===== config.mk =====
export PLATFORM = sky130hd
export DESIGN_NAME = pipeline_hazard_ctrl
export DESIGN_NICKNAME = d
export VERILOG_FILES = /design/src/rtl/rv32i_pkg.sv /design/src/rtl/pipeline_hazard_ctrl_fwd_sel.sv /design/src/rtl/pipeline_hazard_ctrl.sv
export SDC_FILE = /design/constraint.sdc
export NUM_CORES = 1
export LEC_CHECK = 0
export ABC_AREA = 1
export BUFFER_PORTS_ARGS = -buffer_cell sky130_fd_sc_hd__buf_2
export CORE_ASPECT_RATIO = 1.25
export CORE_UTILIZATION = 54
export CTS_CLUSTER_DIAMETER = 150
export DETAILED_ROUTE_END_ITERATION = 7
export PLACE_DENSITY_LB_ADDON = 0.1
export SLEW_MARGIN = 0
export SYNTH_ARGS = -nofsm -noshare
export SYNTH_HDL_FRONTEND = slang
export SYNTH_HIERARCHICAL = 1
export SYNTH_SLANG_ARGS = --single-unit
export TNS_END_PERCENT = 10

===== constraint.sdc =====
create_clock -name clk -period 2.19 [get_ports clk]
set_clock_uncertainty 0.15 [all_clocks]
set_input_delay 0.219 -clock clk [delete_from_list [all_inputs] [get_ports clk]]
set_output_delay 0.219 -clock clk [all_outputs]
set_load 0.02 [all_outputs]

===== src/rtl/rv32i_pkg.sv =====
// Shared definitions for the RV32I pipeline control blocks: forwarding
// select encodings and the hazard-controller wait-state encoding.
package rv32i_pkg;

  localparam logic [1:0] FWD_RF  = 2'b00;
  localparam logic [1:0] FWD_WB  = 2'b01;
  localparam logic [1:0] FWD_MEM = 2'b10;

  typedef enum logic {
    HZ_IDLE     = 1'b0,
    HZ_MEM_WAIT = 1'b1
  } hz_state_e;

  // A producer only counts when it writes, targets a real register (x0 is
  // hardwired zero) and names the consumer's source.
  function automatic logic reg_match(input logic we, input logic [4:0] rd,
                                     input logic [4:0] rs);
    return we && (rd != 5'd0) && (rd == rs);
  endfunction

endpackage


===== src/rtl/pipeline_hazard_ctrl_fwd_sel.sv =====
// Forwarding select for one Execute-stage source operand.
// The Memory-stage result is newer than the Writeback result, so it wins.
module fwd_sel
  import rv32i_pkg::*;
(
  input  logic [4:0] rs,
  input  logic       reg_write_m,
  input  logic [4:0] rd_m,
  input  logic       reg_write_w,
  input  logic [4:0] rd_w,
  output logic [1:0] fwd
);

  // Pick the youngest in-flight producer of rs, else the register file.
  always_comb begin
    fwd = FWD_RF;
    if (reg_match(reg_write_m, rd_m, rs))
      fwd = FWD_MEM;
    else if (reg_match(reg_write_w, rd_w, rs))
      fwd = FWD_WB;
  end

endmodule


===== src/rtl/pipeline_hazard_ctrl.sv =====
// Hazard and sequencing controller for the 5-stage RV32I pipeline.
//
//   state       | meaning
//   ------------+-----------------------------------------------------------
//   HZ_IDLE     | no data-memory access outstanding beyond the current cycle
//   HZ_MEM_WAIT | Memory-stage access waiting for dmem_ack (bounded timeout)
//
// Stall/flush/forward outputs are combinational from state plus inputs so the
// datapath sees them in the same cycle. Everything is forced to 0 while rst is
// low, which also drops dmem_req the moment reset asserts mid-wait.
module pipeline_hazard_ctrl
  import rv32i_pkg::*;
#(
  parameter int TIMEOUT_CYCLES = 256,
  parameter int CNT_W          = 32
) (
  input  logic             clk,
  input  logic             rst,
  input  logic [4:0]       Rs1D,
  input  logic [4:0]       Rs2D,
  input  logic [4:0]       Rs1E,
  input  logic [4:0]       Rs2E,
  input  logic [4:0]       RdE,
  input  logic [4:0]       RdM,
  input  logic [4:0]       RdW,
  input  logic             RegWriteM,
  input  logic             RegWriteW,
  input  logic             LoadE,
  input  logic             PCSrcE,
  input  logic             MemAccessM,
  input  logic             dmem_ack,
  input  logic             imem_ready,
  output logic [1:0]       ForwardAE,
  output logic [1:0]       ForwardBE,
  output logic             StallF,
  output logic             StallD,
  output logic             FlushD,
  output logic             StallE,
  output logic             FlushE,
  output logic             StallM,
  output logic             FlushW,
  output logic             dmem_req,
  output logic             dmem_err,
  output logic [CNT_W-1:0] stall_cycles
);

  localparam int CW = (TIMEOUT_CYCLES > 2) ? $clog2(TIMEOUT_CYCLES) : 1;

  hz_state_e   state;
  logic [CW-1:0] cnt;
  logic [1:0]  fwd_a;
  logic [1:0]  fwd_b;
  logic        timeout;
  logic        mem_stall;
  logic        lw_stall;

  fwd_sel u_fwd_a (
    .rs          (Rs1E),
    .reg_write_m (RegWriteM),
    .rd_m        (RdM),
    .reg_write_w (RegWriteW),
    .rd_w        (RdW),
    .fwd         (fwd_a)
  );

  fwd_sel u_fwd_b (
    .rs          (Rs2E),
    .reg_write_m (RegWriteM),
    .rd_m        (RdM),
    .reg_write_w (RegWriteW),
    .rd_w        (RdW),
    .fwd         (fwd_b)
  );

  assign timeout  = (state == HZ_MEM_WAIT) && (cnt == CW'(TIMEOUT_CYCLES - 1));
  assign lw_stall = LoadE && (RdE != 5'd0) && ((RdE == Rs1D) || (RdE == Rs2D));
  assign mem_stall = (state == HZ_IDLE) ? (MemAccessM && !dmem_ack)
                                        : (!dmem_ack && !timeout);

  // Wait-state FSM; cnt counts MEM_WAIT cycles from zero on entry.
  always_ff @(posedge clk or negedge rst) begin
    if (!rst) begin
      state <= HZ_IDLE;
      cnt   <= '0;
    end else begin
      case (state)
        HZ_IDLE: begin
          if (MemAccessM && !dmem_ack) begin
            state <= HZ_MEM_WAIT;
            cnt   <= '0;
          end
        end
        HZ_MEM_WAIT: begin
          if (dmem_ack || timeout)
            state <= HZ_IDLE;
          else
            cnt <= cnt + CW'(1);
        end
        default: begin
          state <= HZ_IDLE;
          cnt   <= '0;
        end
      endcase
    end
  end

  // One priority rule per cycle: memory wait, branch, load-use, fetch wait.
  always_comb begin
    ForwardAE = FWD_RF;
    ForwardBE = FWD_RF;
    StallF    = 1'b0;
    StallD    = 1'b0;
    FlushD    = 1'b0;
    StallE    = 1'b0;
    FlushE    = 1'b0;
    StallM    = 1'b0;
    FlushW    = 1'b0;
    dmem_req  = 1'b0;
    dmem_err  = 1'b0;
    if (rst) begin
      ForwardAE = fwd_a;
      ForwardBE = fwd_b;
      dmem_req  = ((state == HZ_IDLE) && MemAccessM) || (state == HZ_MEM_WAIT);
      // Ack arriving on the timeout cycle is a normal completion.
      dmem_err  = timeout && !dmem_ack;
      if (mem_stall) begin
        // Whole front of the pipe freezes; a taken branch waits in E.
        StallF = 1'b1;
        StallD = 1'b1;
        StallE = 1'b1;
        StallM = 1'b1;
        FlushW = 1'b1;
      end else if (PCSrcE) begin
        FlushD = 1'b1;
        FlushE = 1'b1;
      end else if (lw_stall) begin
        StallF = 1'b1;
        StallD = 1'b1;
        FlushE = 1'b1;
      end else if (!imem_ready) begin
        StallF = 1'b1;
        FlushD = 1'b1;
      end
    end
  end

  // Saturating count of PC-hold cycles.
  always_ff @(posedge clk or negedge rst) begin
    if (!rst)
      stall_cycles <= '0;
    else if (StallF && !(&stall_cycles))
      stall_cycles <= stall_cycles + CNT_W'(1);
  end

endmodule


==> results of run 1 <==
==> sequential cells by signal (all words and copies together) (netlist names) <==
register	cells
cnt	8
stall_cycles	32
state	1
==> worst register-to-register path, stage by stage, from the launching register on <==
cell and delay, ns:
dfrtp_1 0.43, ha_2 0.24, nand3_1 0.13, nor2_4 0.18, nand3_2 0.15, nor2_4 0.20
nand4_4 0.18, nand2_1 0.14, inv_1 0.06, nand3_1 0.08, nand2_1 0.05
==> per-layer routing <==
metal | GRT usage (%) | vias up | routed length, um
met5 | 0 | - | 0
met4 | 10.8 | 0 | 174
met3 | 4.37 | 18 | 379
met2 | 47.5 | 113 | 4340
met1 | 28.2 | 1603 | 3290
li1 | - | 1843 | -
==> timing repair <==
item                                    in CTS  in global routing
hold buffers                                 1                  0
setup buffers                                3                  8
pin swaps                                    0                  8
endpoints found under the setup margin       1                 35
gates resized for setup                      0                 14
endpoints found under the hold margin        4                  0
cloned                                       0                  1
==> how the worst min path moves through the flow <==
stage	end	slack, ns	depth (start not counted)
detailed placement	cnt[4]	-0.03	1
global placement	cnt[4]	-0.03	1
finish	state	0.1	4
floorplan	cnt[0]	-0.23	0
CTS	state	0.1	4
global route	cnt[2]	0.12	3
==> metrics by stage <==
step	power (uW)	util (%)	hold WS (ns)
after floorplan	1140	-	-0.227
after global placement	1300	65.3	-0.0326
after detailed placement	1300	65.3	-0.0288
after CTS	1850	67.5	0.0978
after global routing	1960	70.1	0.118
final	1860	70.1	0.0985
==> power groups by stage <==
stage                     clock [uW]  combinational [uW]  sequential [uW]
after floorplan                    0                 238              904
after global placement             0                 428              871
after detailed placement           0                 431              874
after CTS                        545                 442              859
after global routing             573                 517              869
final                            541                 458              862
==> cells by family (layout without fill, tap and decap cells) <==
family / Yosys count / count (layout)
DFF: 41 / 41
and+or+nand+nor: 347 / 348
AOI/OAI and AO/OA: 21 / 21
adders and majority gates: 2 / 2
buffers and inverters: 108 / 211
xor gates and xnor gates: 17 / 17
==> cell type report <==
type                            instances  area (um^2)  share of cell area [%]
Clock buffer                            6         82.6                    2.01
Clock inverter                          2         13.8                   0.335
Inverter                               98          368                    8.96
Multi-Input combinational cell        388         1920                    46.8
Sequential cell                        41         1030                    25.0
Tap cell                               82          103                    2.50
Timing Repair Buffer                  105          589                    14.4
==> cells in the mapped netlist <==
cell type / count
nand2_1: 196
nor2_1: 48
dfrtp_1: 41
xor2_1: 12
o21bai_1: 1
o21ai_0: 11
nor3_4: 1
clkbuf_1: 1
buf_4: 3
nand2_4: 2
a21boi_0: 2
inv_1: 93
buf_8: 1
nor2_4: 2
nand4_4: 1
nand3_4: 2
nor2_2: 8
o31ai_1: 1
nand3_2: 2
a21oi_1: 6
nor3_1: 13
buf_2: 2
nand4_1: 6
nor3_2: 1
nand2_2: 4
inv_2: 5
nor4_2: 1
nand3b_1: 3
ha_1: 2
and3_1: 1
buf_6: 3
xnor2_1: 5
nand3_1: 56
==> flow_summary.toml, run 1 <==
[status]
status = "finished clean"

[pwr]
seqPwrFrac_pct = 46.3
p_per_area_nw_per_um2 = 453
net-switching-power_uw = 626
combPwrFrac_pct = 24.6
p_leak_uw = 0.00239
netSwitchingFraction_pct = 33.7
p_int_uw = 1230
clkPwrFrac_pct = 29.1
vdd.ir_drop.worst_uv = 262

[logic_synthesis]
synth_fp_nets = 582
synth_seq_cells = 41
synth_xor_area_share_pct = 4.47
synth_fa_ha_area_share_pct = 0.751
syn_area_per_cell_um2 = 6.21
ys_types = 33
syn-instance-count = 536
synthDominantCellAreaShare_pct = 30.8
yosysWarningCount = 6
synthMuxAreaShare_pct = 0
yosys.area.top_type = "dfrtp_1"
yosysSeqAreaShare_pct = 30.8
synth_top_family_by_area = "simple AND/OR/NAND/NOR gates"
yosys.area_share.simple_pct = 46.9
synth_area_leaders = "dfrtp_1 31%, nand2_1 22%, inv_1 10%"
synth-compound-area-share_pct = 3.46
syn_area_um2 = 3330

[clock_tree]
root_buffer = "clkbuf_8"
clock_latency_ns = 0.31
clk_pin_slew_ns = 0.08
htree_levels = 2
cts_tree = "built"
cts_max_path_buffers = 2
numCtsBuffers = 5
cts_num_sinks = 41

[critical_path]
crit_chain = "ha_2, nand3_1, nor2_4, nand3_2, nor2_4, nand4_4, nand2_1, inv_1, nand3_1, nand2_1"
cp.arrival_ns = 2.14
slowest_delay_ns = 0.43
rrSetupSlack_ns = 0.10
cp.required_ns = 2.24
crit_buf_inv = 1
crit_path_end_kind = "register"
critPathCapture = "stall_cycles[25]"
path_class = "register to register"
startpoint_type = "register"
cp.depth = 10
r2r_start = "stall_cycles[1]"
r2r_cells = 10
cp_top_family = "simple AND/OR/NAND/NOR gates"
startpoint = "stall_cycles[1]"
regToRegEndpoint = "stall_cycles[25]"
critical_path.max_fanout = 5
cp_slowest_cell = "dfrtp_1"

[floorplanning]
die_y_um = 89.8
rows = 31
start_util_pct = 56.9
die_area_um2 = 6490
design.core.area_um2 = 5860
dieWidth_um = 72.2
ios = 89

[detailed_routing]
route.detailed.drc = 0
vias_per_cell = 4.95
first_pass_iters = 4
post_drt_wl_per_cell_um = 11.3
vias = 3577
wl_mm = 8.18
drt_iter0_drc = 163
ant_nets = 0

[placement]
dpl.hpwl_mm = 6.19
place_worst_setup_slack_ns = 0.0676
gp_congestion = 0.844
placed_cell_area_um2 = 3830
dp.cells = 701
port_buffers = 88

[sta]
timing.final.ws_setup_ns = 0.101
finalSetupTns_ns = 0
hold_viol_final = 0
period_needed_ns = 2.09
slew_headroom_pct = 52.1
max_freq_ghz = 0.479
finalCritPeriodShare_pct = 95.4
setup_viol_count_final = 0
drv_slew = 0
worstMarginPinSlew_ns = 0.713

[cells_and_area]
drive_gt1_share_pct = 23.1
syn_to_final_growth_pct = 23.3
mostFrequentLayoutCell = "nand2_1"
instances_no_fill = 722
antenna_cells = 0
final_cell_mix = "195 x nand2_1, 93 x inv_1, 87 x buf_2"
design_area_um2 = 4110
nFillCells = 514
fin_nets = 685

[hold_path]
hold_class = "primary input to register"
worstHoldStart = "dmem_ack"

[job]
drv_cap = 0

[global_route]
grt_max_degree = 38
grt.total_usage_pct = 25.8
grt_pass1_vias = 3336
antenna_found_initial = 0
grt_pass1_wl_mm = 13.6
gr-total-overflow = 0
No activity file was read; power rests on OpenSTA's default activity.
==> inputs of run 2 (changes only) <==
--- a/config.mk
+++ b/config.mk
@@ -5,16 +5,14 @@
 export SDC_FILE = /design/constraint.sdc
 export NUM_CORES = 1
 export LEC_CHECK = 0
-export ABC_AREA = 1
 export BUFFER_PORTS_ARGS = -buffer_cell sky130_fd_sc_hd__buf_2
 export CORE_ASPECT_RATIO = 1.25
-export CORE_UTILIZATION = 54
+export CORE_UTILIZATION = 50
 export CTS_CLUSTER_DIAMETER = 150
 export DETAILED_ROUTE_END_ITERATION = 7
 export PLACE_DENSITY_LB_ADDON = 0.1
 export SLEW_MARGIN = 0
 export SYNTH_ARGS = -nofsm -noshare
 export SYNTH_HDL_FRONTEND = slang
-export SYNTH_HIERARCHICAL = 1
 export SYNTH_SLANG_ARGS = --single-unit
 export TNS_END_PERCENT = 10
==> run 2 against run 1 <==
  * Largest cell class unchanged
  * Synthesized area fell by 26%
  * Register-to-register slack got worse by 0.08 ns
  * Core utilization rose by 3.3 points
  * Clock power fell by 12%
  * Critical path depth fell by 2
  * Combinational power rose by 42%
  * Wire length fell by 27%
  * Largest power group unchanged
  * Non-clock buffer count rose by 27
  * Setup slack got worse by 0.076 ns
==> flow_summary.toml, run 2 <==
[cells_and_area]
top_regs = "stall_cycles: 32 flops, cnt: 8 flops, state: 1 flops"
syn_to_final_growth_pct = 41.3
drive_gt1_share_pct = 41.6
instances_no_fill = 442
antenna_cells = 0
regMostFlops = "stall_cycles"
multi_input_area_um2 = 1440
nFillCells = 370
ff_latch_area_um2 = 1030
final_cell_mix = "82 x buf_2, 44 x buf_4, 39 x dfrtp_1"
mostFrequentLayoutCell = "buf_2"
fin_nets = 428
post-route-util_pct = 73.4
largest_reg_flops = 32

[clock_tree]
cts_max_path_buffers = 2
numCtsBuffers = 5
cts_num_sinks = 41
htree_levels = 2
cts_tree = "built"
clk_pin_slew_ns = 0.08
root_buffer = "clkbuf_8"
clock_latency_ns = 0.29

[pwr]
p_per_area_nw_per_um2 = 578
p_leak_uw = 0.00173
vdd.ir_drop.worst_uv = 756

[logic_synthesis]
yosysWarningCount = 0
yosysSeqAreaShare_pct = 41.8
synth_edf_count = 0
synth_top_flop_cell = "dfrtp_1"
synth_most_common_cell = "dfrtp_1"
synth_fp_nets = 294
synth_area_leaders = "dfrtp_1 42%, xnor2_1 12%, xor2_1 10%"
yosys.area.top_type = "dfrtp_1"
synth.top_cells.by_count = "41 x dfrtp_1, 35 x xnor2_1, 29 x xor2_1"
syn_area_um2 = 2460
synthDominantCellAreaShare_pct = 41.8
ys_types = 43
async_flop_share_pct = 100
syn_area_per_cell_um2 = 9.90
synth_seq_cells = 41
syn-instance-count = 248

[global_route]
grt_pass1_wl_mm = 9.39
grt_pass1_vias = 2251
antenna_found_initial = 0
grt_max_degree = 31
gr-total-overflow = 0
grt.total_usage_pct = 23.3

[placement]
dpl.hpwl_mm = 4.49
gp_congestion = 0.831
port_buffers = 88
place_worst_setup_slack_ns = -0.0373
dp.cells = 424

[critical_path]
startpoint = "stall_cycles[0]"
r2r_start = "stall_cycles[0]"
cp.arrival_ns = 2.19
startpoint_type = "register"
crit_buf_inv = 1
slowest_delay_ns = 0.50
rrSetupSlack_ns = 0.03
crit_path_end_kind = "register"
path_class = "register to register"
critPathCapture = "stall_cycles[1]"
cp_slowest_cell = "or4b_4"
cp.required_ns = 2.22
regToRegEndpoint = "stall_cycles[1]"
crit_chain = "ha_4, nand2_4, nor3_4, or4b_4, nor2_4, a21oi_4, buf_12, mux2_4"
critical_path.max_fanout = 12
cp.depth = 8
cp_top_family = "simple AND/OR/NAND/NOR gates"
r2r_cells = 8

[sta]
hold_viol_final = 0
rsz0062_at_grt = "yes"
finalSetupTns_ns = 0
worstMarginPinSlew_ns = 0.715
setup_viol_count_final = 0
slew_headroom_pct = 52.3
timing.final.ws_setup_ns = 0.0252
max_freq_ghz = 0.462
finalCritPeriodShare_pct = 98.8
period_needed_ns = 2.16
drv_slew = 0

[floorplanning]
die_area_um2 = 5200
dieWidth_um = 64.7
die_y_um = 80.4
design.core.area_um2 = 4730
rows = 28
start_util_pct = 51.9
ios = 89

[detailed_routing]
wl_mm = 5.99
first_pass_iters = 4
drt_iter0_drc = 59
post_drt_wl_per_cell_um = 13.5
route.detailed.drc = 0
vias_per_cell = 5.29
ant_nets = 0
vias = 2336

[status]
status = "finished clean"

[job]
drv_cap = 0

[hold_path]
hold_class = "primary input to register"
==> run 2: cell type report <==
cell class	instances	share of cell area [%]
clock inverters	1	0.252
well taps	60	2.16
multi-input cells	199	41.4
flip-flops and latches	41	29.6
inverters	3	0.324
repair buffers	132	24.1
clock buffers	6	2.09
==> run 2: per-layer routing <==
metal | track usage (%) | routed length [um] | vias up
met5 | 0 | 0 | -
met4 | 7.56 | 89 | 0
met3 | 4.69 | 303 | 9
met2 | 44.9 | 3160 | 73
met1 | 24.7 | 2430 | 1116
li1 | - | - | 1138
==> run 2: worst min-delay path by stage <==
stage	from	endpoint	slack, ns	depth (start not counted)
final	dmem_ack	cnt[2]	0.14	3
after global routing	dmem_ack	cnt[6]	0.17	3
after CTS	dmem_ack	cnt[2]	0.14	3
after detailed placement	rst	cnt[7]	0.12	2
after global placement	rst	cnt[7]	0.12	2
after floorplan	rst	cnt[0]	-0.23	0
==> run 2: cell families after synthesis <==
family / after synthesis / share of synthesized area (%)
flops: 41 / 41.8
mux: 2 / 0.866
fa+ha+maj: 2 / 1.02
simple gates: 118 / 27.7
compound gates: 13 / 3.67
xor+xnor: 64 / 22.8
buf+inv: 8 / 2.14
==> run 2: report_power, final <==
| group | leakage [uW] | internal, uW | switching, uW |
|---|---|---|---|
| Clock | 0.0000412 | 221 | 253 |
| Sequential | 0.000552 | 822 | 59.8 |
| Combinational | 0.00114 | 320 | 330 |
| Total | 0.00173 | 1360 | 643 |
==> run 2: metrics by stage <==
stage	hold slack (ns)	power, uW	instance area, um^2
final	0.143	2010	3470
after global routing	0.167	2110	3470
after CTS	0.138	1990	3380
after detailed placement	0.116	1470	3220
after global placement	0.119	1460	3220
after floorplan	-0.227	1220	2480
==> run 2: worst reg2reg max path: stages (launching register included) <==
cell and delay, ns:
dfrtp_2 0.39, ha_4 0.16, nand2_4 0.06, nor3_4 0.18, or4b_4 0.50, nor2_4 0.11, a21oi_4 0.06, buf_12 0.16
mux2_4 0.29
==> run 2: repair_timing <==
action / CTS / global route
hold buffers: 3 / 0
pin swaps: 4 / 10
setup buffers: 2 / 5
setup endpoints to repair: 2 / 23
resized for setup: 6 / 10
cloned: 0 / 1
hold endpoints to repair: 41 / 0
==> inputs of run 3 (changes only) <==
--- a/config.mk
+++ b/config.mk
@@ -11,6 +11,8 @@
 export CTS_CLUSTER_DIAMETER = 150
 export DETAILED_ROUTE_END_ITERATION = 7
 export PLACE_DENSITY_LB_ADDON = 0.1
+export RECOVER_POWER = 100
+export SETUP_SLACK_MARGIN = 0.2
 export SLEW_MARGIN = 0
 export SYNTH_ARGS = -nofsm -noshare
 export SYNTH_HDL_FRONTEND = slang
==> run 3 against run 2 <==
  * Combinational power grew 7.5%
  * Setup slack gained 0.022 ns
  * Critical path depth shrank 1
  * Non-clock buffer count grew 6
  * Power grew 6.9%
  * Die area is the same
  * Wire length grew 12%
  * Final area grew 5.2%
  * Cell count grew 1.6%
  * Global-route usage grew 2.9 points
  * Maximum frequency grew 1.0%
  * Critical endpoint unchanged
  * Largest cell class unchanged
  * Largest power group unchanged
==> flow_summary.toml, run 3 (synthesized netlist as in run 2, its figures left out) <==
[placement]
port_buffers = 88
dpl.hpwl_mm = 4.64
dp.cells = 425
place_worst_setup_slack_ns = -0.0310
placed_cell_area_um2 = 3220
gp_congestion = 0.845

[cells_and_area]
ff_latch_area_um2 = 1030
nFillCells = 359
regMostFlops = "stall_cycles"
fin_nets = 434
largest_reg_flops = 32
design_area_um2 = 3650
multi_input_area_um2 = 1570
mostFrequentLayoutCell = "buf_2"
top_regs = "stall_cycles: 32 flops, cnt: 8 flops, state: 1 flops"
instances_no_fill = 449
syn_to_final_growth_pct = 48.7
final_cell_mix = "55 x buf_2, 49 x buf_4, 39 x dfrtp_1"
antenna_cells = 0
drive_gt1_share_pct = 41.6

[pwr]
p_leak_uw = 0.00173
p_per_area_nw_per_um2 = 587
vdd.ir_drop.worst_uv = 769

[hold_path]
hold_class = "primary input to register"
worstHoldStart = "MemAccessM"
holdPathEnd = "state"
holdPathStages = 3

[critical_path]
slowest_delay_ns = 0.55
cp.arrival_ns = 2.18
cp_slowest_cell = "or4b_4"
startpoint_type = "register"
critical_path.max_fanout = 12
r2r_start = "stall_cycles[10]"
r2r_cells = 7
regToRegEndpoint = "stall_cycles[1]"
crit_chain = "and4_4, nand3_2, or4b_4, nor2_4, a21oi_4, buf_12, mux2_4"
crit_path_end_kind = "register"
startpoint = "stall_cycles[10]"
rrSetupSlack_ns = 0.05
path_class = "register to register"
cp.required_ns = 2.23

[sta]
hold_viol_final = 0
finalSetupTns_ns = 0
worstMarginPinSlew_ns = 0.796
rsz0062_at_grt = "yes"
drv_slew = 0
max_freq_ghz = 0.467
finalCritPeriodShare_pct = 97.8
timing.final.ws_setup_ns = 0.0474
setup_viol_count_final = 0
hold_slack_ns = 0.114
period_needed_ns = 2.14
slew_headroom_pct = 46.8

[floorplanning]
die_area_um2 = 5200
dieWidth_um = 64.7
start_util_pct = 51.9
ios = 89
die_y_um = 80.4
rows = 28
design.core.area_um2 = 4730

[detailed_routing]
wl_mm = 6.69
vias_per_cell = 5.31
route.detailed.drc = 0
post_drt_wl_per_cell_um = 14.9
vias = 2384
ant_nets = 0
drt_iter0_drc = 85
first_pass_iters = 4

[global_route]
gr-total-overflow = 0
grt.total_usage_pct = 26.2
grt_pass1_wl_mm = 10.4
grt_max_degree = 31
grt_pass1_vias = 2345
antenna_found_initial = 0

[clock_tree]
cts_max_path_buffers = 2
numCtsBuffers = 5
cts_tree = "built"
root_buffer = "clkbuf_8"
clock_latency_ns = 0.30
htree_levels = 2
cts_num_sinks = 41
clk_pin_slew_ns = 0.08

[status]
status = "finished clean"

[job]
drv_cap = 0
## run 3: cell count changes in the layout (fill, tap and decap cells not counted), moves of 3 or more
cell,delta
nand2_1,-4
nor4_1,-3
clkbuf_1,+25
nand3_2,+5
buf_4,+5
xnor2_2,+4
nand2_4,+3
xnor2_1,-4
buf_2,-27
nand3_1,-5
## run 3: worst max-delay path, delay by kind of cell (launching register included)
family,cells,cell delay (ns)
DFF,1,0.37
buffers and inverters,1,0.16
AOI/OAI and AO/OA,1,0.06
and+or+nand+nor,4,1.01
muxes,1,0.29
## run 3: layer usage
layer  up-vias  routed length (um)  GRT usage [%]
li1       1150                   -              -
met1      1141                2590           28.1
met2        86                3670           50.7
met3         7                 348           4.26
met4         0                  74           8.89
met5         -                   0              0
## run 3: area by class of cell
type,instances,share of cell area [%]
clock buffer,7,2.64
clock inverter,1,0.240
inverter,3,0.308
multi-input combinational,199,43.1
sequential,41,28.2
tap,60,2.06
timing repair buffer,138,23.5
## run 3: how the worst max path moves through the flow
stage / endpoint / slack [ns] / cells after the start
detailed placement: stall_cycles[1] / -0.03 / 8
CTS: stall_cycles[1] / 0.05 / 8
finish: stall_cycles[1] / 0.05 / 7
global route: stall_cycles[20] / -0.02 / 9
global placement: stall_cycles[1] / 0.01 / 8
floorplan: stall_cycles[18] / -0.14 / 9
## run 3: power by group
part | internal (uW) | switching, uW | total, uW | leakage (uW)
logic | 333 | 366 | 699 | 0.00112
registers | 822 | 54.0 | 876 | 0.000552
clock network | 291 | 278 | 569 | 0.0000549
## run 3: repair_timing
| action | CTS | global route |
|---|---|---|
| pin swaps | 10 | 25 |
| hold endpoints to repair | 41 | 0 |
| cloned | 1 | 0 |
| buffers inserted | 9 | 3 |
| resized for setup | 12 | 36 |
| hold buffers | 3 | 0 |
| setup endpoints to repair | 44 | 46 |
## run 3: per-stage QoR
step / utilization, % / power, uW
floorplan: - / 1220
global placement: 68.2 / 1460
detailed placement: 68.2 / 1480
CTS: 74.1 / 2110
global route: 77.2 / 2240
finish: 77.2 / 2140
